File: config.mk
export PLATFORM = sky130hd
export DESIGN_NAME = big_tx
export DESIGN_NICKNAME = d
export VERILOG_FILES = /design/src/rtl/big_tx.sv
export SDC_FILE = /design/constraint.sdc
export NUM_CORES = 1
export LEC_CHECK = 0
export BUFFER_PORTS_ARGS = -buffer_cell sky130_fd_sc_hd__buf_2
export CORE_MARGIN = 1
export CORE_UTILIZATION = 35
export DETAILED_ROUTE_END_ITERATION = 16
export HOLD_SLACK_MARGIN = 0.1
export MAX_ROUTING_LAYER = met4
export SETUP_SLACK_MARGIN = 0.4
export SLEW_MARGIN = 20
export SYNTH_ARGS = -nofsm -noshare
export SYNTH_HDL_FRONTEND = slang
export SYNTH_SLANG_ARGS = --single-unit
File: constraint.sdc
create_clock -name clk -period 5.9 [get_ports clk]
set_input_delay 0 -clock clk [delete_from_list [all_inputs] [get_ports clk]]
set_output_delay 0 -clock clk [all_outputs]
set_load 0.02 [all_outputs]
File: src/rtl/big_tx.sv
// rtl/big_tx.sv - snapshots a WIDTH-bit value and sends it MSB byte first as 8N1 UART bytes
module big_tx #(
    parameter int WIDTH    = 128,
    parameter int NBYTES   = 16,
    parameter int BAUD_DIV = 104
) (
    input  logic             clk,
    input  logic             nRst,
    input  logic             send,
    input  logic [WIDTH-1:0] big,
    output logic             tx,
    output logic             busy,
    output logic             done
);

    localparam int BW = (BAUD_DIV > 1) ? $clog2(BAUD_DIV) : 1;
    localparam int CW = (NBYTES > 1) ? $clog2(NBYTES) : 1;
    localparam logic [BW-1:0] BAUD_LAST = BW'(BAUD_DIV - 1);
    localparam logic [CW-1:0] BYTE_LAST = CW'(NBYTES - 1);

    typedef enum logic [1:0] {IDLE, START, DATA, STOP} state_t;

    state_t           state_q, state_d;
    logic [WIDTH-1:0] shift_q, shift_d;
    logic [BW-1:0]    baud_cnt_q, baud_cnt_d;
    logic [2:0]       bit_cnt_q, bit_cnt_d;
    logic [CW-1:0]    byte_cnt_q, byte_cnt_d;
    logic             tx_q, tx_d;
    logic             busy_q, busy_d;
    logic             done_q, done_d;

    logic [7:0] cur_byte;
    logic       baud_end;

    assign cur_byte = shift_q[WIDTH-1 -: 8];
    assign baud_end = (baud_cnt_q == BAUD_LAST);

    always_ff @(posedge clk or negedge nRst) begin
        if (!nRst) begin
            state_q    <= IDLE;
            shift_q    <= '0;
            baud_cnt_q <= '0;
            bit_cnt_q  <= '0;
            byte_cnt_q <= '0;
            tx_q       <= 1'b1;
            busy_q     <= 1'b0;
            done_q     <= 1'b0;
        end else begin
            state_q    <= state_d;
            shift_q    <= shift_d;
            baud_cnt_q <= baud_cnt_d;
            bit_cnt_q  <= bit_cnt_d;
            byte_cnt_q <= byte_cnt_d;
            tx_q       <= tx_d;
            busy_q     <= busy_d;
            done_q     <= done_d;
        end
    end

    // tx_d is the line level for the next bit period, so the line lags state by nothing.
    always_comb begin
        state_d    = state_q;
        shift_d    = shift_q;
        baud_cnt_d = baud_cnt_q;
        bit_cnt_d  = bit_cnt_q;
        byte_cnt_d = byte_cnt_q;
        tx_d       = tx_q;
        busy_d     = busy_q;
        done_d     = 1'b0;

        case (state_q)
            IDLE: begin
                if (send) begin
                    shift_d    = big;
                    busy_d     = 1'b1;
                    byte_cnt_d = '0;
                    baud_cnt_d = '0;
                    state_d    = START;
                    tx_d       = 1'b0;
                end
            end
            START: begin
                if (baud_end) begin
                    baud_cnt_d = '0;
                    bit_cnt_d  = '0;
                    state_d    = DATA;
                    tx_d       = cur_byte[0];
                end else begin
                    baud_cnt_d = baud_cnt_q + BW'(1);
                end
            end
            DATA: begin
                if (baud_end) begin
                    baud_cnt_d = '0;
                    if (bit_cnt_q == 3'd7) begin
                        state_d = STOP;
                        tx_d    = 1'b1;
                    end else begin
                        bit_cnt_d = bit_cnt_q + 3'd1;
                        tx_d      = cur_byte[bit_cnt_q + 3'd1];
                    end
                end else begin
                    baud_cnt_d = baud_cnt_q + BW'(1);
                end
            end
            STOP: begin
                if (baud_end) begin
                    baud_cnt_d = '0;
                    if (byte_cnt_q < BYTE_LAST) begin
                        shift_d    = shift_q << 8;
                        byte_cnt_d = byte_cnt_q + CW'(1);
                        state_d    = START;
                        tx_d       = 1'b0;
                    end else begin
                        state_d = IDLE;
                        busy_d  = 1'b0;
                        done_d  = 1'b1;
                    end
                end else begin
                    baud_cnt_d = baud_cnt_q + BW'(1);
                end
            end
            default: state_d = IDLE;
        endcase
    end

    assign tx   = tx_q;
    assign busy = busy_q;
    assign done = done_q;

endmodule

Yosys cells after proc, flatten, opt, wreduce, memory -nomap -nowiden
Index checks and enable logic that the tools add are counted.
{ "totals": {"inputBits": 131, "register_bits": 147, "out_inout_bits": 3, "elab_cells": 73} }
{ "classes": {"n_lt_le_gt_ge": 2, "n_reduce_logical": 9, "n_addsub": 3, "n_mux": 38, "n_eq_ne": 13} }
{ "op_table": {"columns": ["cell", "n"], "rows": [
  ["$mux 128", 3],
  ["$pmux 128 s2", 1],
  ["$ne 2x2->1 const B", 8],
  ["$mux 1", 14],
  ["$mux 7", 2],
  ["$pmux 7 s2", 1],
  ["$mux 4", 3],
  ["$reduce_and 4->1", 3],
  ["$mux 2", 5],
  ["$reduce_and 5->1", 2],
  ["$mux 3", 3],
  ["$pmux 2 s4", 1],
  ["$pmux 4 s2", 1],
  ["$add 7x1->7 const B", 1],
  ["$eq 7x7->1 const B", 1],
  ["$pmux 3 s2", 1],
  ["$add 4x1->4 const B", 1],
  ["$eq 2x2->1 const B", 2],
  ["$lt 3x4->1 const B", 1],
  ["$lt 4x4->1 const B", 1],
  ["$pmux 1 s4", 1],
  ["$reduce_bool 2->1", 2],
  ["$add 3x1->3 const B", 1],
  ["$bmux 1 s3", 1],
  ["5 further kinds", 5]
]} }

Depth between registers and ports, before layout
Gate-level depths: netlist of the first run.
{ "logic_depth": {"ltp_word": 6, "mapped_depth": 11} }

Worst setup path after synthesis of the first run
Ideal clock, no wire load.
{ "synth_timing": {"path_kind": "reg-to-reg", "from": "register state_q[0]", "to": "register shift_q[100]", "path_slack_ns": 4.025, "path_stages_with_launch": 12, "period_less_slack_ns": 1.875, "t_arrival_ns": 1.742, "path_buffers": 4, "path_cell_list": "dfrtp_1 inv_1 ha_1 nand2b_1 o21ai_0 a21o_1 buf_6 buf_6 buf_2 buf_2 nand2_1 o21ai_0"} }
{ "synth_via": {"elab_chain_len": 3, "word_cells_on_any_way": 8, "cone_classes": "eq/ne (4); mux (1); reduce/logical (3)"} }
{ "synth_rtl": {"columns": ["item", "line_no", "rtl"], "rows": [
  ["from (decl)", "23", "state_t state_q, state_d;"],
  ["from (signal assigned)", "49", "state_q <= state_d;"],
  ["$eq 2x2->1 / $logic_not 2->1 (equally long branches)", "71", "case (state_q)"],
  ["$ne 2x2->1 (no source line) / $reduce_bool 2->1 (equally long branches)", null, null],
  ["$reduce_and 4->1 (no source line)", null, null],
  ["to (signal assigned)", "50", "shift_q <= shift_d;"],
  ["to (decl)", "24", "logic [WIDTH-1:0] shift_q, shift_d;"]
]} }
Parallel ways exist; a longest one is shown, timed or not.
A chain may end at the register's enable or synchronous reset.

Final worst setup path of the first run
{ "layout_timing": {"from": "register state_q[1]", "to": "register shift_q[92]"} }
Same word-level chain as after synthesis.

==> reports/qor.yml, run 1 <==
outcome: "complete, no violations"
finalSetupTns_ns: 0
synth_edf_count: 0
min_path_type: "primary input to async pin"
fp-row-count: 51
yosys-mux-area-fraction_pct: 18.6
path_delay_family: "compound AO/OA/AOI/OAI gates"
cts_root_buf: "clkbuf_16"
gp_congestion: 0.726
clkTransAtPathRegs_ns: 0.06
post-place-ws_ns: 2.54
synth-compound-area-share_pct: 12.8
synth_top_area_share_pct: 52.9
synthAdderAreaFrac_pct: 1.63
cp-startpoint: "state_q[1]"
die_area_um2: 20300
htree_levels: 4
die_h_um: 142
timing.hold.ws_ns: 0.206
clk_path_buf_depth: 2
crit_type: "register to register"
fin_area_um2: 9680
cts_tree: "built"
timing.fmax_mhz: 300
setup_viol: 0
dr.pass1.iters: 4
ys_top_cells_by_area: "dfrtp_1 (53%), mux2i_1 (18%), o21ai_0 (9.3%)"
maxCapViolCount: 0
cp-start-kind: "register"
grt_pass1_wl_mm: 27.7
synth_top_family_by_area: "multiplexers"
fillCellCount: 1805
cp-end-kind: "register"
synth_most_common_cell: "dfrtp_1"
drt_iter0_markers: 251
finalPower_mw: 2.31
initial_core_util_pct: 35.6
post_dp_cell_area_um2: 7760
drive_gt1_share_pct: 19.1
vdd_drop_max_uv: 185
port_buffers: 133
clkPwrFrac_pct: 49.2
fin_nets: 1044
hpwlAfterDp_mm: 10.5
syn_inst: 663
setup_slack_ns: 2.57
worst-path-max-fanout: 119
cp_cell_sequence: "ha_4, buf_4, o21ai_0, a21o_4, buf_4, o21ai_0"
p_sw_mw: 0.473
power_frac_comb_pct: 7.0
rsz0062_at_grt: "no"
routedWlPerCell_um: 14.5
relSlewSlack_pct: 30.9
synth_commonest_cells: "dfrtp_1 (146), nand2_1 (134), o21ai_0 (128)"
synth_flop_cell: "dfrtp_1"
yosysWarnings: 0
drt-total-wl_mm: 17.1
worstMarginPinSlew_ns: 1.04
ys_types: 39
viasPerCell: 4.64
finalHoldViolCount: 0
rr_endpoint: "shift_q[92]"
route.vias.total: 5480
yosysSeqAreaShare_pct: 53.3
cts_hold_buf: 130
antenna_found_initial: 1
grt_pass1_vias: 5567
slowest_delay_ns: 0.78
pwr-share-seq_pct: 43.7
p_int_mw: 1.83
p_sw_share_pct: 20.5
pin_count: 134
cp.required_ns: 6.17
ant_nets: 0
arrival_ns: 3.61
syn_area_per_cell_um2: 10.4
worst_r2r_path_depth: 6
track_usage_pct: 18.3
cts_setup_buffers: 0
synth_fp_nets: 803
clock_latency_ns: 0.42
cp_slowest_cell: "a21o_4"
rrSetupSlack_ns: 2.57
cts_sinks: 147
grt-ovfl-total: 0
post-route-drc-count: 0
synthesis.area_um2: 6900
skew_ns: 0.0106
chipWidth_um: 142
ys_ff_latch: 147
placeableCoreArea_um2: 19400
path_buf_inv: 2
grt_max_degree: 120
async_flop_share_pct: 100
cts_resized: 0
period_share_pct: 56.5
numCtsBuffers: 17
power.density_nw_per_um2: 238
synth_area_leader_cell: "dfrtp_1"
p_leak_nw: 4.22
synth-xor-area-share_pct: 0.381
report.final.slew_viol_count: 0
area_growth_pct: 40.2
synth-simple-area-share_pct: 10.2
fin_crit_ns: 3.33
reg2reg_from: "state_q[1]"
[cells by family after synthesis]
| kind of cell | Yosys count |
|---|---|
| fa+ha+maj | 9 |
| simple gates | 169 |
| compound gates | 159 |
| flops | 147 |
| mux | 128 |
| buf+inv | 48 |
| xor+xnor | 3 |
[state kept, by name (all words and copies together), names as in the netlist]
signal,count
shift_q,128
tx,1
bit_cnt_q,3
busy,1
done,1
state_q,2
byte_cnt_q,4
baud_cnt_q,7
[power groups by stage]
stage | Combinational [mW] | Sequential (mW) | Clock (mW)
4_1_cts | 0.162 | 1.01 | 1.16
3_3_place_gp | 0.0950 | 1.03 | 0
6_report | 0.162 | 1.01 | 1.13
5_1_grt | 0.177 | 1.01 | 1.21
3_5_place_dp | 0.0950 | 1.03 | 0
2_1_floorplan | 0.0198 | 1.03 | 0
[stage by stage]
stage,cells,util (%)
CTS,1180,49.9
detailed placement,1020,40.0
global route,1181,49.9
finish,1181,49.9
global placement,1020,40.0
floorplan,663,-
[per-layer routing]
layer	track usage (%)	vias to the layer above	routed length [µm]
li1	-	2798	-
met1	23.2	2547	8040
met2	28.9	111	8210
met3	3.94	24	618
met4	6.28	0	237
met5	-	-	0
[how the worst max path moves through the flow]
stage	endpoint	slack (ns)	cells after the start
detailed placement	shift_q[78]	2.54	6
finish	shift_q[92]	2.57	6
floorplan	shift_q[100]	4.02	11
global placement	shift_q[96]	2.62	6
CTS	shift_q[78]	2.53	6
global route	shift_q[119]	2.27	6
[area by class of cell]
| class | instances | area, µm² | area share (%) |
|---|---|---|---|
| sequential | 147 | 3680 | 38.0 |
| multi-input combinational | 468 | 3030 | 31.3 |
| timing repair buffer | 268 | 2010 | 20.8 |
| clock buffer | 20 | 457 | 4.72 |
| tap | 265 | 332 | 3.43 |
| clock inverter | 10 | 156 | 1.62 |
| inverter | 2 | 7.51 | 0.0776 |
| antenna | 1 | 2.50 | 0.0259 |
[placed cells by master (no fill, tap or decap), types with 2 or more instances in the layout]
cell,netlist,layout
buf_2,14,132
mux2i_1,125,125
mux2_2,3,3
dlygate4sd3_1,0,130
xor2_1,2,2
nand3_1,5,5
and3_1,2,2
and2_1,2,2
nand2_1,134,134
o21ai_0,128,128
bufinv_16,0,4
nand4_1,2,2
clkbuf_8,0,2
a22o_1,14,14
or3_1,2,2
nor2_1,13,13
nor2b_1,2,2
o2bb2ai_1,2,2
clkbuf_16,0,17
clkinv_2,0,4
buf_4,0,5
nand2b_1,2,2
a21oi_1,6,6
inv_1,2,2
ha_1,9,8
dfrtp_1,146,146
No activity file was read; power rests on OpenSTA's default activity.
==> run 2: changes to the inputs <==
clock period = 3.21 ns   (was 5.9 ns; I/O delays follow)
==> run 2 against run 1 <==
Compared with the run above: core utilization is 0.16 points higher; non-clock buffer count stayed put; sequential share of layout area is 0.12 points lower; clock power is 79% higher; setup slack worse by 1.8 ns; die area stayed put; largest power group unchanged; sequential power is 83% higher; final area is 0.32% higher; via count is 0.33% higher.
==> reports/qor.yml, run 2 (same netlist as run 1, synthesis figures left out) <==
cts_sinks: 147
cts_resized: 0
slowest_delay_ns: 0.42
cts_setup_buffers: 0
htree_levels: 4
mostFrequentLayoutCell: "dfrtp_1"
hpwlAfterDp_mm: 10.2
fillCellCount: 1814
clkPwrFrac_pct: 48.5
fp-row-count: 51
post-route-drc-count: 0
worst-path-max-fanout: 126
p_sw_share_pct: 21.8
outcome: "complete, no violations"
clkTransAtPathRegs_ns: 0.07
power_frac_comb_pct: 7.2
numCtsBuffers: 17
crit_type: "register to register"
worstMarginPinSlew_ns: 0.769
timing.fmax_mhz: 401
p_leak_nw: 4.23
endpoint: "shift_q[93]"
cp-startpoint: "state_q[0]"
clk_path_buf_depth: 2
route.vias.total: 5498
gp_congestion: 0.721
grt_max_degree: 127
maxCapViolCount: 0
drive_gt1_share_pct: 19.1
die_h_um: 142
port_buffers: 133
cp_slowest_cell: "dfrtp_1"
track_usage_pct: 18.5
area_growth_pct: 40.6
cp-end-kind: "register"
cp_cell_sequence: "inv_1, ha_1, nand2b_1, o21ai_0, a21o_4, buf_12, o21ai_0"
viasPerCell: 4.65
drt_iter0_markers: 275
report.final.slew_viol_count: 0
dr.pass1.iters: 4
clock_latency_ns: 0.43
worst_r2r_path_depth: 7
rrSetupSlack_ns: 0.72
die_area_um2: 20300
crit_top_cell: "o21ai_0"
vdd_drop_max_uv: 342
fin_nets: 1044
relSlewSlack_pct: 48.6
arrival_ns: 2.77
placeableCoreArea_um2: 19400
antenna_found_initial: 1
final_cell_mix: "dfrtp_1 (146), nand2_1 (134), buf_2 (132)"
rsz0062_at_grt: "no"
pwr-share-seq_pct: 44.4
top_regs: "shift_q (128), baud_cnt_q (7), byte_cnt_q (4)"
finalHoldViolCount: 0
cts_tree: "built"
min_path_type: "primary input to async pin"
skew_ns: 0.0106
grt-ovfl-total: 0
initial_core_util_pct: 35.6
p_sw_mw: 0.909
grt_pass1_vias: 5773
grt_pass1_wl_mm: 28.3
final_util_pct: 50.0
fin_crit_ns: 2.49
p_int_mw: 3.27
pin_count: 134
cp.required_ns: 3.49
drt-total-wl_mm: 16.9
chipWidth_um: 142
routedWlPerCell_um: 14.3
top_register: "shift_q"
largest_reg_flops: 128
cp-start-kind: "register"
rr_endpoint: "shift_q[93]"
cts_root_buf: "clkbuf_16"
finalSetupTns_ns: 0
ant_nets: 0
setup_viol: 0
reg2reg_from: "state_q[0]"
power.density_nw_per_um2: 430
period_share_pct: 77.6
cts_hold_buf: 130
[run 2: cell count changes in the layout (fill, tap and decap cells not counted)]
cell,before,now
buf_12,0,4
buf_4,5,1
bufinv_16,4,3
clkbuf_1,1,3
clkbuf_8,2,0
clkinv_2,4,3
clkinv_4,0,5
clkinvlp_4,1,0
[run 2: per-stage QoR]
stage                     instance area [µm²]  total power [mW]  hold WS [ns]  std cells  worst slack, ns
after floorplan                          6900              1.92        -0.296        663             1.33
after global placement                   7810              2.06        0.0291       1020            0.847
after detailed placement                 7810              2.06        0.0225       1020            0.745
after CTS                                9710              4.23         0.134       1182            0.727
after global routing                     9710              4.34         0.165       1183            0.490
final                                    9710              4.17         0.119       1183            0.717
[run 2: layout make-up]
class                           count  area [µm²]  share of cell area [%]
Clock inverter                     12         158                    1.62
Inverter                            2        7.51                  0.0773
Sequential cell                   147        3680                    37.9
Clock buffer                       20         437                    4.50
Timing Repair Buffer              268        2060                    21.2
Antenna cell                        1        2.50                  0.0258
Multi-Input combinational cell    468        3030                    31.2
Tap cell                          265         332                    3.42
[run 2: layer usage]
metal	share of wire [%]	wire (µm)	track usage, %
met1	48	8060	23.7
met2	48	8030	29.2
met3	3.4	571	4.00
met4	1.3	222	6.00
met5	0	0	-
[run 2: worst max-delay path: cells and delay by family, from the launching register on]
family,cells,cell delay (ns)
AO/OA/AOI/OAI,3,0.75
buffers and inverters,2,0.56
flip-flops,1,0.42
AND/OR/NAND/NOR,1,0.28
adder cells (fa/ha/maj),1,0.25
[run 2: how the worst min path moves through the flow]
stage	end	slack, ns	from	depth (start not counted)
after floorplan	baud_cnt_q[0]	-0.30	nRst	0
after global placement	shift_q[99]	0.03	nRst	1
after detailed placement	shift_q[99]	0.02	nRst	1
after CTS	shift_q[98]	0.13	nRst	2
after global routing	shift_q[97]	0.16	nRst	2
final	shift_q[98]	0.12	nRst	2
[run 2: power by group through the flow]
stage	clock, mW	sequential (mW)	combinational, mW
3_3_place_gp	0	1.89	0.175
3_5_place_dp	0	1.89	0.174
2_1_floorplan	0	1.89	0.0365
5_1_grt	2.16	1.85	0.328
6_report	2.02	1.85	0.299
4_1_cts	2.08	1.85	0.298
